===== src/rtl/fifo_rd_fwft_pkg.sv =====
// -----------------------------------------------------------------------------
// fifo_rd_fwft_pkg
// Shared definitions for the asynchronous FIFO pointer blocks: default word and
// address sizes, the read-side output FSM state type, and the binary/gray
// conversion helpers. The write-side pointer/full-flag block imports the same
// helpers, so both domains encode pointers identically.
// No ports (package).
// -----------------------------------------------------------------------------
package fifo_rd_fwft_pkg;

  localparam int unsigned FIFO_DATA_WIDTH_DFLT = 32'd8;
  localparam int unsigned FIFO_ADDR_WIDTH_DFLT = 32'd3;

  // Output register state: IDLE means DOUT is empty, HOLD means DOUT is valid.
  typedef enum logic {
    ST_IDLE = 1'b0,
    ST_HOLD = 1'b1
  } rd_state_e;

  // Binary to gray: adjacent values differ in exactly one bit.
  // Operates on 32 bits; callers zero-extend and cast the result to their width.
  function automatic logic [31:0] bin2gray(input logic [31:0] b);
    return b ^ (b >> 32'd1);
  endfunction

  // Gray to binary: each binary bit is the XOR of all gray bits at or above it.
  // Zero-extended inputs convert correctly because the upper zeros are neutral.
  function automatic logic [31:0] gray2bin(input logic [31:0] g);
    logic [31:0] b;
    b[31] = g[31];
    for (int i = 30; i >= 0; i--) begin
      b[i] = b[i+1] ^ g[i];
    end
    return b;
  endfunction

endpackage


===== src/rtl/fifo_gray2bin.sv =====
// -----------------------------------------------------------------------------
// fifo_gray2bin
// Combinational gray-to-binary converter of configurable width.
// Ports:
//   i_gray  input  WIDTH  gray-coded value
//   o_bin   output WIDTH  binary equivalent
// -----------------------------------------------------------------------------
module fifo_gray2bin
  import fifo_rd_fwft_pkg::*;
#(
  parameter int unsigned WIDTH = 32'd4
) (
  input  logic [WIDTH-1:0] i_gray,
  output logic [WIDTH-1:0] o_bin
);

  assign o_bin = WIDTH'(gray2bin(32'(i_gray)));

endmodule


===== src/rtl/fifo_rd_fwft.sv =====
// -----------------------------------------------------------------------------
// fifo_rd_fwft
// Read-domain pointer and first-word-fall-through output stage of an
// asynchronous FIFO. Produces the binary memory read address, the registered
// gray read pointer for the write-domain synchroniser, the EMPTY flag, and a
// registered output word with a valid/ready handshake.
//
// Optional feature macro: FIFO_RD_OCCUPANCY_EN adds RD_LEVEL, the number of
// unread words (memory plus the word held in DOUT).
//
// Ports:
//   R_CLK        input   1        read-domain clock
//   R_RST        input   1        asynchronous active-low reset
//   SYNC_WR_PTR  input   A+1      gray write pointer, synchronised to R_CLK
//   RD_DATA      input   D        memory data at RD_ADDR (combinational read)
//   R_READY      input   1        consumer takes DOUT this cycle
//   RD_ADDR      output  A        binary read address (registered)
//   RD_PTR       output  A+1      gray read pointer (registered)
//   EMPTY        output  1        no unread word in memory
//   DOUT         output  D        registered output word
//   RD_LEVEL     output  A+1      occupancy (only with FIFO_RD_OCCUPANCY_EN)
//   DOUT_VALID   output  1        DOUT holds a valid word
// -----------------------------------------------------------------------------
module fifo_rd_fwft
  import fifo_rd_fwft_pkg::*;
#(
  parameter int unsigned DATA_WIDTH    = FIFO_DATA_WIDTH_DFLT,
  parameter int unsigned ADDRESS_WIDTH = FIFO_ADDR_WIDTH_DFLT
) (
  input  logic                     R_CLK,
  input  logic                     R_RST,
  input  logic [ADDRESS_WIDTH:0]   SYNC_WR_PTR,
  input  logic [DATA_WIDTH-1:0]    RD_DATA,
  input  logic                     R_READY,
  output logic [ADDRESS_WIDTH-1:0] RD_ADDR,
  output logic [ADDRESS_WIDTH:0]   RD_PTR,
  output logic                     EMPTY,
  output logic [DATA_WIDTH-1:0]    DOUT,
`ifdef FIFO_RD_OCCUPANCY_EN
  output logic [ADDRESS_WIDTH:0]   RD_LEVEL,
`endif
  output logic                     DOUT_VALID
);

  localparam int unsigned PW = ADDRESS_WIDTH + 32'd1;

  logic [PW-1:0]         r_bin;
  logic [PW-1:0]         r_rd_ptr;
  logic [DATA_WIDTH-1:0] r_dout;
  rd_state_e             r_state;

  logic [PW-1:0]         w_bin_nxt;
  logic                  w_empty;
  logic                  w_pop;

  // Compare against the registered gray pointer, so a pop can never run past
  // the write pointer even if SYNC_WR_PTR moves in the same cycle.
  assign w_empty   = (r_rd_ptr == SYNC_WR_PTR);
  assign w_pop     = !w_empty && ((r_state == ST_IDLE) || R_READY);
  assign w_bin_nxt = r_bin + PW'(1);

  // Output FSM: tracks whether DOUT holds a word not yet taken by the consumer.
  always_ff @(posedge R_CLK or negedge R_RST) begin
    if (!R_RST) begin
      r_state <= ST_IDLE;
    end else begin
      case (r_state)
        ST_IDLE: begin
          if (w_pop) begin
            r_state <= ST_HOLD;
          end else begin
            r_state <= ST_IDLE;
          end
        end
        ST_HOLD: begin
          // Without a pop, R_READY here implies EMPTY: the word leaves, none follows.
          if (!w_pop && R_READY) begin
            r_state <= ST_IDLE;
          end else begin
            r_state <= ST_HOLD;
          end
        end
        default: begin
          r_state <= ST_IDLE;
        end
      endcase
    end
  end

  // Pointer and data register: advance both pointers and capture the word on pop.
  always_ff @(posedge R_CLK or negedge R_RST) begin
    if (!R_RST) begin
      r_bin    <= '0;
      r_rd_ptr <= '0;
      r_dout   <= '0;
    end else if (w_pop) begin
      r_bin    <= w_bin_nxt;
      // Gray pointer is derived from the next binary value so it never lags.
      r_rd_ptr <= PW'(bin2gray(32'(w_bin_nxt)));
      r_dout   <= RD_DATA;
    end else begin
      r_bin    <= r_bin;
      r_rd_ptr <= r_rd_ptr;
      r_dout   <= r_dout;
    end
  end

  assign RD_ADDR    = r_bin[ADDRESS_WIDTH-1:0];
  assign RD_PTR     = r_rd_ptr;
  assign EMPTY      = w_empty;
  assign DOUT       = r_dout;
  assign DOUT_VALID = (r_state == ST_HOLD);

`ifdef FIFO_RD_OCCUPANCY_EN
  logic [PW-1:0] w_wr_bin;
  logic [PW-1:0] w_bin_after;
  logic          w_valid_after;
  logic [PW-1:0] r_level;

  fifo_gray2bin #(
    .WIDTH (PW)
  ) u_wr_gray2bin (
    .i_gray (SYNC_WR_PTR),
    .o_bin  (w_wr_bin)
  );

  // Level is computed from the post-edge pointer and valid so that it stays
  // consistent with RD_ADDR/DOUT_VALID in the same cycle.
  assign w_bin_after   = w_pop ? w_bin_nxt : r_bin;
  assign w_valid_after = w_pop || (DOUT_VALID && !R_READY);

  // Occupancy register: words still in memory plus the word held in DOUT.
  always_ff @(posedge R_CLK or negedge R_RST) begin
    if (!R_RST) begin
      r_level <= '0;
    end else begin
      r_level <= (w_wr_bin - w_bin_after) + PW'(w_valid_after);
    end
  end

  assign RD_LEVEL = r_level;
`endif

endmodule

===== config.mk =====
export PLATFORM = sky130hd
export DESIGN_NAME = fifo_rd_fwft
export DESIGN_NICKNAME = d
export VERILOG_FILES = /design/src/rtl/fifo_rd_fwft_pkg.sv /design/src/rtl/fifo_gray2bin.sv /design/src/rtl/fifo_rd_fwft.sv
export SDC_FILE = /design/constraint.sdc
export NUM_CORES = 1
export LEC_CHECK = 0
export CAP_MARGIN = 20
export CELL_PAD_IN_SITES_DETAIL_PLACEMENT = 1
export CELL_PAD_IN_SITES_GLOBAL_PLACEMENT = 1
export CORE_MARGIN = 8
export CORE_UTILIZATION = 34
export CTS_CLUSTER_SIZE = 40
export DETAILED_ROUTE_END_ITERATION = 6
export MAX_ROUTING_LAYER = met4
export PLACE_DENSITY = 0.92
export SYNTH_ARGS = -nofsm -noshare
export SYNTH_HDL_FRONTEND = slang
export SYNTH_SLANG_ARGS = --single-unit

===== constraint.sdc =====
create_clock -name R_CLK -period 4.8 [get_ports R_CLK]
set_input_delay 0.96 -clock R_CLK [delete_from_list [all_inputs] [get_ports R_CLK]]
set_output_delay 0.96 -clock R_CLK [all_outputs]
set_load 0.1 [all_outputs]

# After elaboration in Yosys (flattened, before gate mapping)
# Cells that the tools add are included.
[classes]
reduce_logical = 5
n_div = 0
mux = 3
multipliers = 0
n_eq_ne = 1
bitwise = 2
magnitude_cmp = 0
shift = 0
add_sub_neg = 1
[ops]
columns = ["cell", "count"]
rows = [
  ["adder 4 x 1 -> 4 bit (second input constant)", 1],
  ["equality test 4 bit", 1],
  ["XOR 4 x 3 -> 4 bit", 1],
  ["logical AND 1 bit", 2],
  ["logical NOT 1 bit", 2],
  ["2-to-1 mux 1 bit", 2],
  ["case mux 1 bit (2 select lines)", 1],
  ["logical OR 1 bit", 1],
  ["NOT 1 bit", 1],
]
[totals]
out_inout_bits = 17
rom_bits = 0
in_bits = 15
word_cells = 16
regBits = 17
latchBits = 0
mem_count = 0
ramBits = 0

# Longest topological paths before layout
[logic_depth]
depth_word = 7
depth_mapped = 5
ltp_nobuf = 4

# Least setup slack after synthesis
# No wires, ideal clock.
[synth_timing]
kind = "reg-to-output"
from = "register r_bin[3] (netlist name)"
to = "output port EMPTY"
t_required_ps = 3840
n_path_buf = 0
path_stages_with_launch = 3
arrival_ps = 4156
path_slack_ps = -316
path_cell_list = "dfrtp_1 -> xor2_1 -> nor4_1"
[synth_rtl]
columns = ["item", "line_no", "source"]
rows = [
  ["to (decl)", "fifo_rd_fwft.sv:37", "output logic EMPTY,"],
]

# Final worst setup path
[layout_timing]
from = "input port SYNC_WR_PTR[1]"
to = "output port EMPTY"
[layout_via]
elab_chain_len = 1
[layout_rtl]
columns = ["item", "line_no", "source"]
rows = [
  ["from (decl)", "fifo_rd_fwft.sv:32", "input logic [ADDRESS_WIDTH:0] SYNC_WR_PTR,"],
  ["equality test 4 bit", "fifo_rd_fwft.sv:58", "assign w_empty = (r_rd_ptr == SYNC_WR_PTR);"],
]
# Every way passes these cells.

==> results.sh <==
export IMPL_post_cts_resized=0
export IMPL_die_area_mm2=0.003948
export IMPL_syn_instance_count=50
export IMPL_fin_tns_setup_ps=0
export IMPL_whs_ps=515.0
export IMPL_worstReg2RegEnd="DOUT[3]$_DFFE_PN0P_"
export IMPL_finalSetupViolCount=0
export IMPL_synth_top_area_share=0.5369
export IMPL_grt_pass1_vias=639
export IMPL_rows=17
export IMPL_worstSetupPathType="in2out"
export IMPL_clock_skew_ps=3.458
export IMPL_ys_top_cells_by_area="dfrtp_1 54%, mux2_4 14%, mux2_2 7.6%, xnor2_1 7.0%, xor2_1 7.0%"
export IMPL_tightest_slew_ps=983.2
export IMPL_synth_nets=66
export IMPL_yosys_most_used_dff="dfrtp_1"
export IMPL_ctsLongestPathBuffers=2
export IMPL_crit_end="EMPTY"
export IMPL_antenna_cells=0
export IMPL_drv_cap=0
export IMPL_crit_arrival_ps=2280
export IMPL_ys_warn_count=0
export IMPL_antenna_found_initial=0
export IMPL_drc=0
export IMPL_finalWeightedCongestion=0.7510
export IMPL_grt_max_degree=17
export IMPL_post_route_period_util=0.6748
export IMPL_vias_per_cell=4.723
export IMPL_reg2reg_slack_ps=3090
export IMPL_root_buffer="clkbuf_4"
export IMPL_ys_async_sr_fraction=1.000
export IMPL_synth_area_um2=745.7
export IMPL_place_port_buffers=31
export IMPL_yosys_area_top_type="dfrtp_1"
export IMPL_avgSynthCellArea_um2=14.91
export IMPL_die_h_um=62.83
export IMPL_rsz0062_at_grt="false"
export IMPL_outcome="finished, final reports clean"
export IMPL_crit_path_start_kind="primary input"
export IMPL_r2r_start="RD_PTR[1]$_DFFE_PN0P_"
export IMPL_maxSlewViolCount=0
export IMPL_min_path_type="reg2reg"
export IMPL_final_util=0.5213
export IMPL_synth_edf_count=0
export IMPL_core_mm2=0.002148
export IMPL_hold_violations=0
export IMPL_overflow=0
export IMPL_drive_gt1_frac=0.2262
export IMPL_vias=529
export IMPL_worst_setup_path_end_kind="output pin"
export IMPL_fmax_mhz=308.7
export IMPL_drtIter0Drc=9
export IMPL_ys_seq_area_frac=0.5369
export IMPL_first_pass_iters=2
export IMPL_clkSinkCount=16
export IMPL_initial_core_util=0.3471
export IMPL_required_ps=3840
export IMPL_cts_tree="built"
export IMPL_fin_crit_ps=3239
export IMPL_drt_total_wl_um=1854
export IMPL_place_ws_ps=1554
export IMPL_r2r_cells=3
export IMPL_post_drt_wl_per_cell_um=16.55
export IMPL_hpwl_um=1477
export IMPL_postCtsSetupBuffers=0
export IMPL_die_w_um=62.83
export IMPL_pin_count=32
export IMPL_area_growth_pct=50.17
export IMPL_synth_seq_cells=16
export IMPL_grtUsageTotal=0.1080
export IMPL_slew_headroom=0.3425
export IMPL_grt_pass1_wl_um=3256
export IMPL_num_nets_final=101
export IMPL_hold_buffers=0
export IMPL_cts_htree_levels=1
export IMPL_netlist_top_cells_count="16 x dfrtp_1, 7 x mux2_4, 6 x xnor2_1, 6 x xor2_1, 5 x mux2_2"
export IMPL_startpoint="SYNC_WR_PTR[1]"
export IMPL_synth_most_common_cell="dfrtp_1"
export IMPL_clkTransAtPathRegs_ps=90
export IMPL_clk_latency_ps=290
export IMPL_cts_buffers=3
export IMPL_worst_slack_ps=1561
export IMPL_synth_distinct_cells=12
export IMPL_ant_nets=0
export IMPL_critPathMaxFanout=2
-- worst max-delay path, cell delays in order --
cell,delay [ps]
clkdlybuf4s50_1,420
xor2_1,200
nor4_2,340
buf_4,350
-- flip-flops by register name, summed over array words and instances (netlist names) --
signal / cells
DOUT: 8
DOUT_VALID: 1
RD_PTR: 3
r_bin: 4
-- logic make-up (layout without fill, tap and decap cells) --
group           count (synthesis)  count (layout)  synth area share
flops                          16              16            0.5369
buf+inv                         1              35           0.01510
fa+ha+maj                       1               1           0.01678
compound gates                  1               1           0.02852
mux                            12              12            0.2164
xor+xnor                       12              12            0.1409
simple gates                    7               7           0.04531
-- routing by layer --
metal / track usage / share of wire / vias to the layer above
li1: - / - / 240
met1: 0.1172 / 0.44 / 260
met2: 0.1759 / 0.49 / 25
met3: 0.03943 / 0.060 / 4
met4: 0.04274 / 0.012 / 0
met5: - / 0 / -
-- worst min-delay path by stage --
stage,endpoint,slack (ps),cells after the start,startpoint
after floorplan,DOUT[0]$_DFFE_PN0P_,660,0,R_RST
after global placement,DOUT[7]$_DFFE_PN0P_,490,1,DOUT[7]$_DFFE_PN0P_
after detailed placement,DOUT[2]$_DFFE_PN0P_,500,1,DOUT[2]$_DFFE_PN0P_
after CTS,DOUT[5]$_DFFE_PN0P_,520,1,DOUT[5]$_DFFE_PN0P_
after global routing,DOUT[6]$_DFFE_PN0P_,560,1,DOUT[6]$_DFFE_PN0P_
final,DOUT[7]$_DFFE_PN0P_,510,1,DOUT[7]$_DFFE_PN0P_
-- metrics by stage --
step,std cells,instance area (µm²)
after floorplan,50,752.0
after global placement,108,1084
after detailed placement,108,1084
after CTS,112,1120
after global routing,112,1120
final,112,1120
-- final cells by class --
type,count,area (µm²)
fillers,222,1028
flip-flops and latches,16,400.4
multi-input cells,33,340.3
repair buffers,31,307.8
clock buffers,4,36.28
well taps,28,35.03
-- cell usage in the layout (no fill, tap or decap), drive strengths merged, types with 4 or more instances in the layout --
| cell | netlist | layout |
|---|---|---|
| dfrtp | 16 | 16 |
| mux2 | 12 | 12 |
| clkdlybuf4s50 | 0 | 30 |
| xnor2 | 6 | 6 |
| nand2 | 4 | 4 |
| xor2 | 6 | 6 |
| clkbuf | 0 | 4 |
Power is not shown: default switching activity piles up to over one toggle a cycle in this logic, so the estimate is an artifact.
